--- src/rtl/decoder_fsm_pkg.sv ---
// decoder_fsm_pkg: shared encodings for the bb_core instruction sequencer.
package decoder_fsm_pkg;
    typedef enum logic [2:0] {
        S_IDLE   = 3'd0,
        S_FETCH  = 3'd1,
        S_DECODE = 3'd2,
        S_READ   = 3'd3,
        S_WRITE  = 3'd4,
        S_HALT   = 3'd5,
        S_ERROR  = 3'd6
    } state_t;
    typedef enum logic [1:0] {
        ACT_PAUSE   = 2'b00,
        ACT_WRITE   = 2'b01,
        ACT_READ_PC = 2'b10,
        ACT_READ_AR = 2'b11
    } act_t;
    localparam logic [1:0] MEM_PAUSE = 2'b00;
    localparam logic [1:0] MEM_READ  = 2'b01;
    localparam logic [1:0] MEM_WRITE = 2'b10;
    localparam logic ADDR_PC = 1'b0;
    localparam logic ADDR_AR = 1'b1;
endpackage

--- src/rtl/decoder_fsm_unit_onehot_dec.sv ---
// unit_onehot_dec: unit index to one-hot enable; index 0 or out of range gives all zeros.
module unit_onehot_dec #(
    parameter int UNIT_COUNT = 6,
    parameter int UNIT_BITS  = 3
) (
    input  logic [UNIT_BITS-1:0]  unit,
    output logic [UNIT_COUNT-1:0] onehot
);
    always_comb begin
        onehot = '0;
        for (int i = 1; i <= UNIT_COUNT; i++) onehot[i-1] = (unit == UNIT_BITS'(i));
    end
endmodule

--- src/rtl/decoder_fsm.sv ---
// decoder_fsm: fetch/decode/execute sequencer with memory wait states, halt/resume and timeout trap.
module decoder_fsm
    import decoder_fsm_pkg::*;
#(
    parameter int DATA_WIDTH = 8,
    parameter int UNIT_COUNT = 6,
    parameter int UNIT_BITS  = 3,
    parameter int IR_UNIT    = 1,
    parameter int PC_UNIT    = 6,
    parameter int TIMEOUT    = 16,
    parameter int TO_WIDTH   = 5
) (
    input  logic                  clk,
    input  logic                  rst_n,
    input  logic [DATA_WIDTH-1:0] i_ir,
    input  logic                  i_mem_ready,
    input  logic                  i_resume,
    output logic [1:0]            o_mem_action,
    output logic [UNIT_COUNT-1:0] o_unit_reg_input_en,
    output logic [UNIT_COUNT-1:0] o_unit_reg_output_en,
    output logic [UNIT_COUNT-1:0] o_unit_alu_output_en,
    output logic                  o_mem_addr_source,
    output logic                  o_pc_counter_en,
    output logic                  o_halted,
    output logic                  o_error,
    output logic [2:0]            o_state
);
    localparam logic [UNIT_COUNT-1:0] IR_OH = (IR_UNIT >= 1 && IR_UNIT <= UNIT_COUNT) ?
        UNIT_COUNT'(1) << (IR_UNIT - 1) : '0;

    state_t                  st, nxt;
    act_t                    act;
    logic                    alu;
    logic [UNIT_BITS-1:0]    unit;
    logic [TO_WIDTH-1:0]     cnt;
    logic [UNIT_COUNT-1:0]   unit_oh;
    logic [1:0]              ir_act;
    logic                    mem_st, timeout;

    assign ir_act = i_ir[DATA_WIDTH-1:DATA_WIDTH-2];

    unit_onehot_dec #(.UNIT_COUNT(UNIT_COUNT), .UNIT_BITS(UNIT_BITS)) u_dec (
        .unit(unit),
        .onehot(unit_oh)
    );

    always_comb begin
        mem_st = st inside {S_FETCH, S_READ, S_WRITE};
        timeout = (TIMEOUT != 0) && (cnt == TO_WIDTH'(TIMEOUT - 1)) && !i_mem_ready;
        nxt = st;
        case (st)
            S_IDLE:   nxt = S_FETCH;
            S_FETCH:  nxt = i_mem_ready ? S_DECODE : S_FETCH;
            S_DECODE: nxt = ir_act[1] ? S_READ : ir_act[0] ? S_WRITE :
                            (i_ir[UNIT_BITS-1:0] == UNIT_BITS'(PC_UNIT)) ? S_FETCH : S_HALT;
            S_READ:   nxt = !i_mem_ready ? S_READ :
                            (unit == UNIT_BITS'(IR_UNIT)) ? S_DECODE : S_FETCH;
            S_WRITE:  nxt = i_mem_ready ? S_FETCH : S_WRITE;
            S_HALT:   nxt = i_resume ? S_FETCH : S_HALT;
            default:  nxt = S_ERROR;
        endcase
        if (mem_st && timeout) nxt = S_ERROR;
    end

    // Staying in a memory state implies ready was low, so the wait count only needs mem_st.
    always_ff @(posedge clk or negedge rst_n) begin
        if (!rst_n) begin
            st   <= S_IDLE;
            act  <= ACT_PAUSE;
            alu  <= 1'b0;
            unit <= '0;
            cnt  <= '0;
        end else begin
            st  <= nxt;
            cnt <= (nxt == st) ? cnt + TO_WIDTH'(mem_st) : '0;
            if (st == S_DECODE) begin
                act  <= act_t'(ir_act);
                alu  <= i_ir[DATA_WIDTH-3];
                unit <= i_ir[UNIT_BITS-1:0];
            end
        end
    end

    always_comb begin
        o_mem_action         = MEM_PAUSE;
        o_unit_reg_input_en  = '0;
        o_unit_reg_output_en = '0;
        o_unit_alu_output_en = '0;
        o_mem_addr_source    = ADDR_AR;
        o_pc_counter_en      = 1'b0;
        case (st)
            S_FETCH: begin
                o_mem_action        = MEM_READ;
                o_mem_addr_source   = ADDR_PC;
                o_unit_reg_input_en = IR_OH;
                o_pc_counter_en     = i_mem_ready;
            end
            S_READ: begin
                o_mem_action        = MEM_READ;
                o_mem_addr_source   = act[0];
                o_unit_reg_input_en = unit_oh;
                o_pc_counter_en     = i_mem_ready && !act[0];
            end
            S_WRITE: begin
                o_mem_action         = MEM_WRITE;
                o_unit_alu_output_en = alu ? unit_oh : '0;
                o_unit_reg_output_en = alu ? '0 : unit_oh;
            end
            default: ;
        endcase
    end

    assign o_halted = (st == S_HALT);
    assign o_error  = (st == S_ERROR);
    assign o_state  = st;
endmodule

--- config.mk ---
export PLATFORM = sky130hd
export DESIGN_NAME = decoder_fsm
export DESIGN_NICKNAME = d
export VERILOG_FILES = /design/src/rtl/decoder_fsm_pkg.sv /design/src/rtl/decoder_fsm_unit_onehot_dec.sv /design/src/rtl/decoder_fsm.sv
export SDC_FILE = /design/constraint.sdc
export NUM_CORES = 1
export LEC_CHECK = 0
export ABC_AREA = 1
export ABC_CLOCK_PERIOD_IN_PS = 4000
export CORE_MARGIN = 3
export CORE_UTILIZATION = 30
export DETAILED_ROUTE_END_ITERATION = 10
export PLACE_DENSITY = 0.56
export REMOVE_ABC_BUFFERS = 1
export SLEW_MARGIN = 15
export SYNTH_ARGS = -nofsm -noshare
export SYNTH_HDL_FRONTEND = slang
export SYNTH_SLANG_ARGS = --single-unit
--- constraint.sdc ---
create_clock -name clk -period 4 [get_ports clk]
set_input_delay 0.8 -clock clk [delete_from_list [all_inputs] [get_ports clk]]
set_output_delay 0.8 -clock clk [all_outputs]
set_load 0.1 [all_outputs]
# Yosys cells after proc, flatten, opt, wreduce, memory -nomap -nowiden
# Cells that the tools add are included.
totals:
  latchBits: 0
  n_memories: 0
  reg_bits: 13
  mem_bits_ro: 0
  mem_bits_rw: 0
classes:
  bitwise_logic: 0
  order_cmp: 0
  add_sub_neg: 1
  n_reduce_logical: 8
  n_mux: 19
  mul: 0
  eq_ne: 15
  div: 0
  n_shift: 0
op_table:
  columns: ["op", "n"]
  rows:
  - ["$mux W6", 4]
  - ["$eq A3 B3 Y1 const B", 7]
  - ["$mux W3", 6]
  - ["$pmux W3 S6", 1]
  - ["$eq A3 B2 Y1 const B", 4]
  - ["$pmux W6 S2", 1]
  - ["$eq A3 B1 Y1 const B", 2]
  - ["$mux W2", 3]
  - ["$add A5 B1 Y5", 1]
  - ["$eq A5 B4 Y1 const B", 1]
  - ["$mux W5", 1]
  - ["$pmux W1 S2", 2]
  - ["$pmux W2 S2", 1]
  - ["$eq A3 B3 Y1", 1]
  - ["$logic_and A1 B1 Y1", 3]
  - ["$logic_not A3 Y1", 1]
  - ["$reduce_bool A3 Y1", 1]
  - ["$logic_not A1 Y1", 2]
  - ["$reduce_or A2 Y1", 1]

# Depth between registers and ports, before layout
# Gate-level depths: netlist (run 1).
logic_depth:
  ltp_word: 8
  ltp_mapped: 11
  ltp_nobuf: 11

# Cells and area by module
# A second synthesis (run 1) with hierarchy kept.
unflattened:
  hier_cells: 146
  area_unflattened_um2: 992.2
modules_own_cells:
  columns: ["mod", "n_inst", "area_per_inst_um2", "cells_each"]
  rows:
  - ["decoder_fsm", 1, 947.2, 134]
  - ["unit_onehot_dec", 1, 45.0, 12]

# Worst setup path before layout (run 1)
# OpenSTA, ideal clock, no wires.
synth_path:
  kind: "register to output"
  startpoint: "register st[1], in the netlist o_state[1]"
  endpoint: "output port o_pc_counter_en"
  required_ns: 3.200
  t_arrival_ns: 3.672
  path_stages_with_launch: 5
  slack_ns: -0.472
  path_buffers: 0
  cell_sequence: "dfrtp_1 > inv_2 > nor2_8 > nand2_4 > o31ai_1"
synth_between:
  elab_chain_cells: 2
  word_cells_on_any_way: 3
  classes_between: "2 x eq/ne; 1 x mux"
synth_lines:
  columns: ["element", "line_no", "source"]
  rows:
  - ["start, declared", "decoder_fsm.sv:31", "state_t st, nxt;"]
  - ["start signal, assigned", "decoder_fsm.sv:74", "st <= nxt;"]
  - ["$eq A3 B2 Y1 or $eq A3 B1 Y1 (tied branches)", "decoder_fsm.sv:91", "case (st)"]
  - ["$pmux W1 S2 *", "decoder_fsm.sv:91", null]
  - ["end, declared", "decoder_fsm.sv:23", "output logic o_pc_counter_en,"]
# Every way passes the cells marked *; elsewhere a longest branch is shown, timed or not.

# Worst setup path in the final report (run 1)
layout_path:
  startpoint: "register st[2], in the netlist o_state[2]"
  endpoint: "output port o_state[2]"
layout_rtl:
  columns: ["element", "line_no", "source"]
  rows:
  - ["end, declared", "decoder_fsm.sv:26", "output logic [2:0] o_state"]
# No word-level cell between the ends.

==> results_dict.tcl, run 1 <==
set metrics [dict create \
    status "complete, no violations" \
    rr_worst_depth 8 \
    post_cts_buffers 0 \
    path_class "flip-flop to primary output" \
    io_buffers 36 \
    cts_tree "built" \
    cp_data_required_time_ns 3.20 \
    core_mm2 0.002853 \
    cts_resized 0 \
    synth_top_area_share_pct 34.99 \
    met1_usage_pct 18.46 \
    yosysSeqAreaShare_pct 34.99 \
    ir_worst_vdd_uv 397.9 \
    timing.rr.end "cnt[4]" \
    antenna_found_initial 0 \
    fin_tns_setup_ns 0 \
    cts.sinks 13 \
    clk_pin_slew_ns 0.08 \
    grt.total_usage_pct 13.63 \
    setup_viol 0 \
    wl_mm 2.401 \
    die_area_mm2 0.003803 \
    yosysTopAreaCell "dfrtp_1" \
    insertion_delay_ns 0.28 \
    reg2reg_from "o_state[2]" \
    maxSlewHeadroom_pct 34.86 \
    worst-path-max-fanout 11 \
    grt_use_met3_pct 1.258 \
    finalMaxSlewViolations 0 \
    cp_cell_sequence "clkdlybuf4s50_1" \
    ant_nets 0 \
    stdcell_area_mm2 0.001270 \
    die_h_um 61.67 \
    endpoint_kind "primary output" \
    drtIter0Drc 50 \
    critPathTopFamily "buffers and inverters" \
    fmax_mhz 339.0 \
    start_util_pct 32.59 \
    die_w_um 61.67 \
    synth_cell_types 24 \
    holdBufCountCts 0 \
    synth_area_leaders "dfrtp_1 35%, nor2_1 14%, nand2_1 10%, nand3_1 8.6%, inv_1 6.9%" \
    use_met2_pct 22.27 \
    cts_made_buffers 3 \
    vias 973 \
    diodes 0 \
    dp_hpwl_mm 1.975 \
    grt_pass1_vias 832 \
    nets 187 \
    path_depth 1 \
    grt_pass1_wl_mm 3.788 \
    grt_start_max_net_pins 14 \
    hold_viol_final 0 \
    post-route-period-util_pct 73.74 \
    critPathMaxStageDelay_ns 1.23 \
    h-tree-depth 1 \
    synth-warning-count 0 \
    rows 19 \
    drc_errors 0 \
    crit_start "o_state[2]" \
    viasPerCell 4.793 \
    grt_busiest_layer "met2" \
    worst_pin_slew_ns 0.9741 \
    power_leakage_nw 0.6639 \
    syn_inst 135 \
    fin_util_pct 44.52 \
    grt_remaining_overflow 0 \
    critPathSlowestCell "clkdlybuf4s50_1" \
    grt_setup_unrepaired "no" \
    gp_congestion 0.7922 \
    pin_count 39 \
    synth_seq_cells 13 \
    drive_above_1_share_pct 22.67 \
    hold_class "flip-flop to flip-flop" \
    clk_path_buf_depth 2 \
    first_pass_iters 4 \
    period_minus_slack_ns 2.950 \
    wl_per_cell_um 11.83 \
    power_density_mw_per_mm2 919.9 \
    min_path_cells 2 \
    cap_violations 0 \
    reg2reg_slack_ns 2.18 \
    endpoint "o_state[2]" \
    skew_ns 0.0004720 \
    syn_to_final_growth_pct 36.61 \
    cts_root_buffer "clkbuf_4" \
    crit_path_start_kind "flip-flop" \
    netlist_area_um2 929.6 \
    synth.avg_cell_area_um2 6.886 \
    path_buf_inv 1 \
    critical_path_arrival_ns 2.15 \
    place_area_mm2 0.001242 \
]
==> synthesized netlist by cell type <==
cell	instances
nand2_1	25
dfrtp_1	13
o21ai_0	2
nor2_1	34
inv_2	1
ha_1	2
a21oi_1	4
xor2_1	2
o31ai_1	1
a21oi_2	2
nand3_2	1
nand4_1	2
mux2_2	1
or2_2	1
inv_1	17
clkbuf_1	1
nand3_1	16
nand2_2	3
buf_6	2
a211oi_1	1
nand2_4	1
nor3_1	1
xnor2_1	1
nor2_8	1
==> report_power, final <==
| group | internal [W] | total, W | leakage, nW | switching, W |
|---|---|---|---|---|
| registers | 0.000174 | 0.000240 | 0.162 | 0.0000660 |
| logic | 0.000189 | 0.000846 | 0.484 | 0.000657 |
| clock network | 0.0000371 | 0.0000821 | 0.0177 | 0.0000451 |
| total | 0.000401 | 0.00117 | 0.664 | 0.000768 |
==> through the flow <==
step	worst slack [ns]	power, W	hold WS [ns]	std cells
5_1_grt	0.9958	0.001253	0.5613	203
2_1_floorplan	-0.5190	0.0009095	0.4947	132
3_5_place_dp	1.081	0.001093	0.5329	199
6_report	1.050	0.001168	0.5425	203
4_1_cts	1.038	0.001178	0.5446	203
3_3_place_gp	1.116	0.001094	0.5303	199
==> flip-flops by register name, summed over array words and instances, names as in the netlist <==
signal and flops:
alu 1, unit 3, act 1, o_state 3, cnt 5
==> worst min-delay path by stage <==
| stage | from | endpoint | slack [ns] |
|---|---|---|---|
| 6_report | act[0] | act[0] | 0.54 |
| 5_1_grt | act[0] | act[0] | 0.56 |
| 4_1_cts | act[0] | act[0] | 0.54 |
| 3_5_place_dp | act[0] | act[0] | 0.53 |
| 3_3_place_gp | act[0] | act[0] | 0.53 |
| 2_1_floorplan | alu | alu | 0.49 |
==> placed cells by master (no fill, tap or decap) <==
cell type / synthesis / layout
inv_2: 1 / 1
nand2_2: 3 / 3
buf_4: 0 / 24
nand2_4: 1 / 1
nand3_1: 16 / 16
clkdlybuf4s50_1: 0 / 12
clkinv_2: 0 / 1
o31ai_1: 1 / 1
dfrtp_1: 13 / 13
nor2_1: 34 / 34
a21oi_1: 4 / 4
xnor2_1: 1 / 1
o21ai_0: 2 / 2
nor2_8: 1 / 1
nand3_2: 1 / 1
nand4_1: 2 / 2
inv_1: 17 / 17
nand2_1: 25 / 25
xor2_1: 2 / 2
or2_2: 1 / 1
ha_1: 2 / 2
nor3_1: 1 / 1
mux2_2: 1 / 1
a211oi_1: 1 / 1
a21oi_2: 2 / 2
clkbuf_4: 0 / 3
==> cell type report <==
cell class | instances | area (um^2)
well taps | 31 | 38.79
clock buffers | 3 | 22.52
repair buffers | 36 | 300.3
inverters | 18 | 67.56
flip-flops and latches | 13 | 325.3
clock inverters | 1 | 5.005
multi-input cells | 101 | 510.5
fillers | 290 | 1583
==> cells by family (layout without fill, tap and decap cells) <==
| group | after synthesis | count (layout) | share of synthesized area, % |
|---|---|---|---|
| AOI/OAI and AO/OA | 10 | 10 | 6.731 |
| xor gates and xnor gates | 3 | 3 | 2.827 |
| adders and majority gates | 2 | 2 | 2.691 |
| buffers and inverters | 21 | 58 | 10.09 |
| DFF | 13 | 13 | 34.99 |
| muxes | 1 | 1 | 1.211 |
| and+or+nand+nor | 85 | 85 | 41.45 |
==> per-layer routing <==
metal | part of all wire (%) | vias up
met3 | 6.8 | 4
met2 | 47 | 41
met4 | 0.87 | 0
met1 | 45 | 431
li1 | - | 497
met5 | 0 | -
No activity file was read; power rests on OpenSTA's default activity.
==> inputs of run 2 (changes only) <==
ABC_CLOCK_PERIOD_IN_PS = 3050   (was 4000)
clock period = 3.05 ns   (was 4 ns; I/O delays follow)
==> results_dict.tcl, run 2 (synthesis results as in run 1) <==
set metrics [dict create \
    status "complete, no violations" \
    holdBufCountCts 0 \
    fin_tns_setup_ns 0 \
    vias 979 \
    crit_path_start_kind "input port" \
    skew_ns 0.001828 \
    rr_worst_depth 8 \
    cts_made_buffers 3 \
    viasPerCell 4.823 \
    cts_tree "built" \
    critical_path_arrival_ns 1.94 \
    ant_nets 0 \
    gp_congestion 0.7783 \
    post_cts_buffers 0 \
    crit_start "i_mem_ready" \
    grt_remaining_overflow 0 \
    worst_pin_slew_ns 0.6092 \
    clk_pin_slew_ns 0.08 \
    endpoint "o_pc_counter_en" \
    hold_viol_final 0 \
    grt_start_max_net_pins 14 \
    first_pass_iters 4 \
    period_minus_slack_ns 2.548 \
    die_h_um 61.67 \
    clk_path_buf_depth 2 \
    nets 187 \
    path_class "input port to primary output" \
    cts_resized 0 \
    reg2reg_slack_ns 1.19 \
    core_mm2 0.002853 \
    final_common_cell "nor2_1" \
    reg2reg_from "o_state[2]" \
    start_util_pct 32.59 \
    drc_errors 0 \
    finalMaxSlewViolations 0 \
    drive_above_1_share_pct 24.42 \
    cp_data_required_time_ns 2.44 \
    grt_pass1_wl_mm 3.788 \
    maxSlewHeadroom_pct 59.26 \
    io_buffers 36 \
    post-route-period-util_pct 83.55 \
    cts.sinks 13 \
    fmax_mhz 392.4 \
    die_w_um 61.67 \
    antenna_found_initial 0 \
    die_area_mm2 0.003803 \
    cts_root_buffer "clkbuf_4" \
    h-tree-depth 1 \
    cap_violations 0 \
    insertion_delay_ns 0.27 \
    drtIter0Drc 36 \
    worst-path-max-fanout 4 \
    wl_mm 2.445 \
    hold_class "flip-flop to flip-flop" \
    setup_viol 0 \
    grt_pass1_vias 875 \
    diodes 0 \
    dp_hpwl_mm 2.036 \
    timing.rr.end "cnt[4]" \
    wl_per_cell_um 12.04 \
    largest_register_ffs 5 \
    syn_to_final_growth_pct 37.15 \
    endpoint_kind "primary output" \
    rows 19 \
    layout_common_cells "34 x nor2_1, 26 x buf_4, 25 x nand2_1" \
    grt_setup_unrepaired "no" \
    regMostFlops "cnt" \
    pin_count 39 \
    grt.total_usage_pct 13.39 \
]
-- run 2: layout make-up --
cell class                 instances  area (um^2)
multi-input combinational        101        510.5
clock buffer                       3        22.52
fill                             308         1578
inverter                          18        67.56
tap                               31        38.79
clock inverter                     1        5.005
sequential                        13        325.3
timing repair buffer              36        305.3
-- run 2: through the flow --
| stage | worst slack (ns) | util [%] | hold slack, ns | instances | cell area (um^2) |
|---|---|---|---|---|---|
| after detailed placement | 0.5104 | 43.73 | 0.5421 | 199 | 1247 |
| after floorplan | -1.279 | - | 0.3144 | 132 | 903.4 |
| after global routing | 0.4137 | 44.69 | 0.5733 | 203 | 1275 |
| final | 0.5017 | 44.69 | 0.5461 | 203 | 1275 |
| after CTS | 0.5117 | 44.69 | 0.5549 | 203 | 1275 |
| after global placement | 0.5088 | 43.73 | 0.5364 | 199 | 1247 |
-- run 2: worst min path at each step --
stage / cells past startpoint / endpoint / slack (ns) / from
finish: 2 / act[0] / 0.55 / act[0]
global route: 2 / act[0] / 0.57 / act[0]
CTS: 2 / act[0] / 0.55 / act[0]
detailed placement: 2 / cnt[4] / 0.54 / cnt[4]
global placement: 2 / act[0] / 0.54 / act[0]
floorplan: 0 / act[0] / 0.31 / rst_n
-- run 2: worst max-delay path, cell delays in order --
cell             delay [ns]
clkdlybuf4s50_1        0.55
inv_1                  0.12
o31ai_1                0.42
buf_12                 0.23
-- run 2: metal layers --
metal	GRT usage (%)	part of all wire [%]	vias up
met5	0	0	-
met4	2.727	0.57	0
met3	2.516	5.2	2
met2	24.51	48	26
met1	16.22	46	452
li1	-	-	499
Power of run 2 is left out: the tool's default activity adds up to more than one toggle a clock period on the data nets, which glitch-free logic cannot reach.
==> inputs of run 3 (changes only) <==
ABC_CLOCK_PERIOD_IN_PS = 2300   (was 3050)
PLACE_DENSITY = 0.58   (was 0.56)
clock period = 2.3 ns   (was 3.05 ns; I/O delays follow)
==> results_dict.tcl, run 3 (synthesis results as in run 1) <==
set metrics [dict create \
    hold_ws_ns 0.5402 \
    cts.sinks 13 \
    fmax_mhz 450.0 \
    power_density_mw_per_mm2 1429 \
    critPathSlowestCell "dfrtp_2" \
    core_mm2 0.002853 \
    grt_pass1_vias 922 \
    grt_remaining_overflow 0 \
    grt.total_usage_pct 14.35 \
    drive_above_1_share_pct 27.27 \
    finalMaxSlewViolations 0 \
    worst_pin_slew_ns 0.5628 \
    grt_start_max_net_pins 14 \
    grt_pass1_wl_mm 4.071 \
    drtIter0Drc 36 \
    route.met3.wl_um 117 \
    setup_ws_ns 0.07775 \
    skew_ns 0.006950 \
    wl_met2_mm 1.197 \
    power_leakage_nw 0.7569 \
    clk_path_buf_depth 2 \
    die_h_um 61.67 \
    antenna_found_initial 0 \
    viasPerCell 4.671 \
    path_class "flip-flop to primary output" \
    first_pass_iters 4 \
    critPathMaxStageDelay_ns 0.46 \
    largest_register_ffs 5 \
    hold_class "input port to async pin" \
    cts_tree "built" \
    wl_mm 2.443 \
    cts_root_buffer "clkbuf_4" \
    hold_viol_final 0 \
    critical_path_arrival_ns 1.76 \
    stdcell_area_mm2 0.001610 \
    wl_met1_mm 1.117 \
    h-tree-depth 1 \
    die_w_um 61.67 \
    die_area_mm2 0.003803 \
    critPathTopFamily "simple AND/OR/NAND/NOR gates" \
    cp_cell_sequence "nor2_2 > nand2_2 > or2_2 > nor2_1 > buf_12" \
    pin_count 39 \
    setup_viol 0 \
    maxSlewHeadroom_pct 62.36 \
    final_common_cell "nor2_1" \
    diodes 0 \
    status "complete, no violations" \
    routed.top_layer "met4" \
    crit_path_start_kind "flip-flop" \
    cts_made_buffers 3 \
    ir_worst_vdd_uv 838.4 \
    insertion_delay_ns 0.27 \
    rows 19 \
    gp_congestion 0.8630 \
    ant_nets 0 \
    regMostFlops "cnt" \
    endpoint_kind "primary output" \
    period_minus_slack_ns 2.222 \
    cp_data_required_time_ns 1.84 \
    place_area_mm2 0.001578 \
    wl_per_cell_um 11.80 \
    dp_hpwl_mm 2.121 \
    nets 191 \
    clk_pin_slew_ns 0.08 \
    path_buf_inv 1 \
    layout_common_cells "32 x nor2_1, 25 x nand2_1, 25 x buf_12" \
    grt_setup_unrepaired "yes" \
    syn_to_final_growth_pct 73.22 \
    start_util_pct 32.59 \
    post-route-period-util_pct 96.62 \
    worst-path-max-fanout 7 \
    fillers 279 \
    io_buffers 36 \
    vias 967 \
    pre_cts_ws_ns 0.1514 \
    holdBufCountCts 0 \
    drc_errors 0 \
    fin_tns_setup_ns 0 \
    cap_violations 0 \
]
-- run 3: power breakdown --
| group | leakage, nW | switching [W] | total, W | internal [W] |
|---|---|---|---|---|
| registers | 0.161 | 0.0000845 | 0.000390 | 0.000305 |
| logic | 0.581 | 0.00123 | 0.00177 | 0.000546 |
| clock network | 0.0150 | 0.0000721 | 0.000139 | 0.0000672 |
| total | 0.757 | 0.00138 | 0.00230 | 0.000918 |
-- run 3: layer usage --
layer / global-route usage, % / up-vias
met2: 24.36 / 26
met1: 18.44 / 430
met3: 2.096 / 2
li1: - / 509
met5: 0 / -
met4: 5.152 / 0
-- run 3: cell type report --
cell class / count / area [um^2] / area share [%]
inverter: 18 / 67.56 / 4.196
tap: 31 / 38.79 / 2.409
multi-input combinational: 101 / 515.5 / 32.01
timing repair buffer: 40 / 635.6 / 39.47
clock buffer: 4 / 26.28 / 1.632
sequential: 13 / 326.6 / 20.28
-- run 3: timing repair --
| item | in CTS | in global routing |
|---|---|---|
| setup buffers | 0 | 0 |
| setup endpoints to repair | 6 | 13 |
| gates resized for setup | 1 | 2 |
-- run 3: final timing paths --
kind,startpoint,endpoint,slack (ns),cells past startpoint
setup / recovery,o_state[1],o_unit_reg_output_en[5],0.08,5
hold / removal,rst_n,o_state[0],0.54,1
setup reg to reg,o_state[2],cnt[4],0.56,8
hold reg to reg,act[0],act[0],0.55,2
max in group asynchronous,rst_n,o_state[1],1.36,1
min in group clk,act[0],act[0],0.55,2
-- run 3: worst reg2reg max path, stage by stage, from the launching register on --
cell and delay [ns]:
dfrtp_1 0.56, inv_1 0.14, nand2_1 0.12, nand2_2 0.08
ha_1 0.21, ha_1 0.21, nand3_1 0.10, xor2_1 0.15
nor2_1 0.06
-- run 3: through the flow --
step	instances	total power [W]	util, %
finish	207	0.002301	56.45
global route	207	0.002445	56.45
CTS	207	0.002317	56.32
detailed placement	203	0.002167	55.31
global placement	203	0.002147	55.31
floorplan	132	0.001581	-
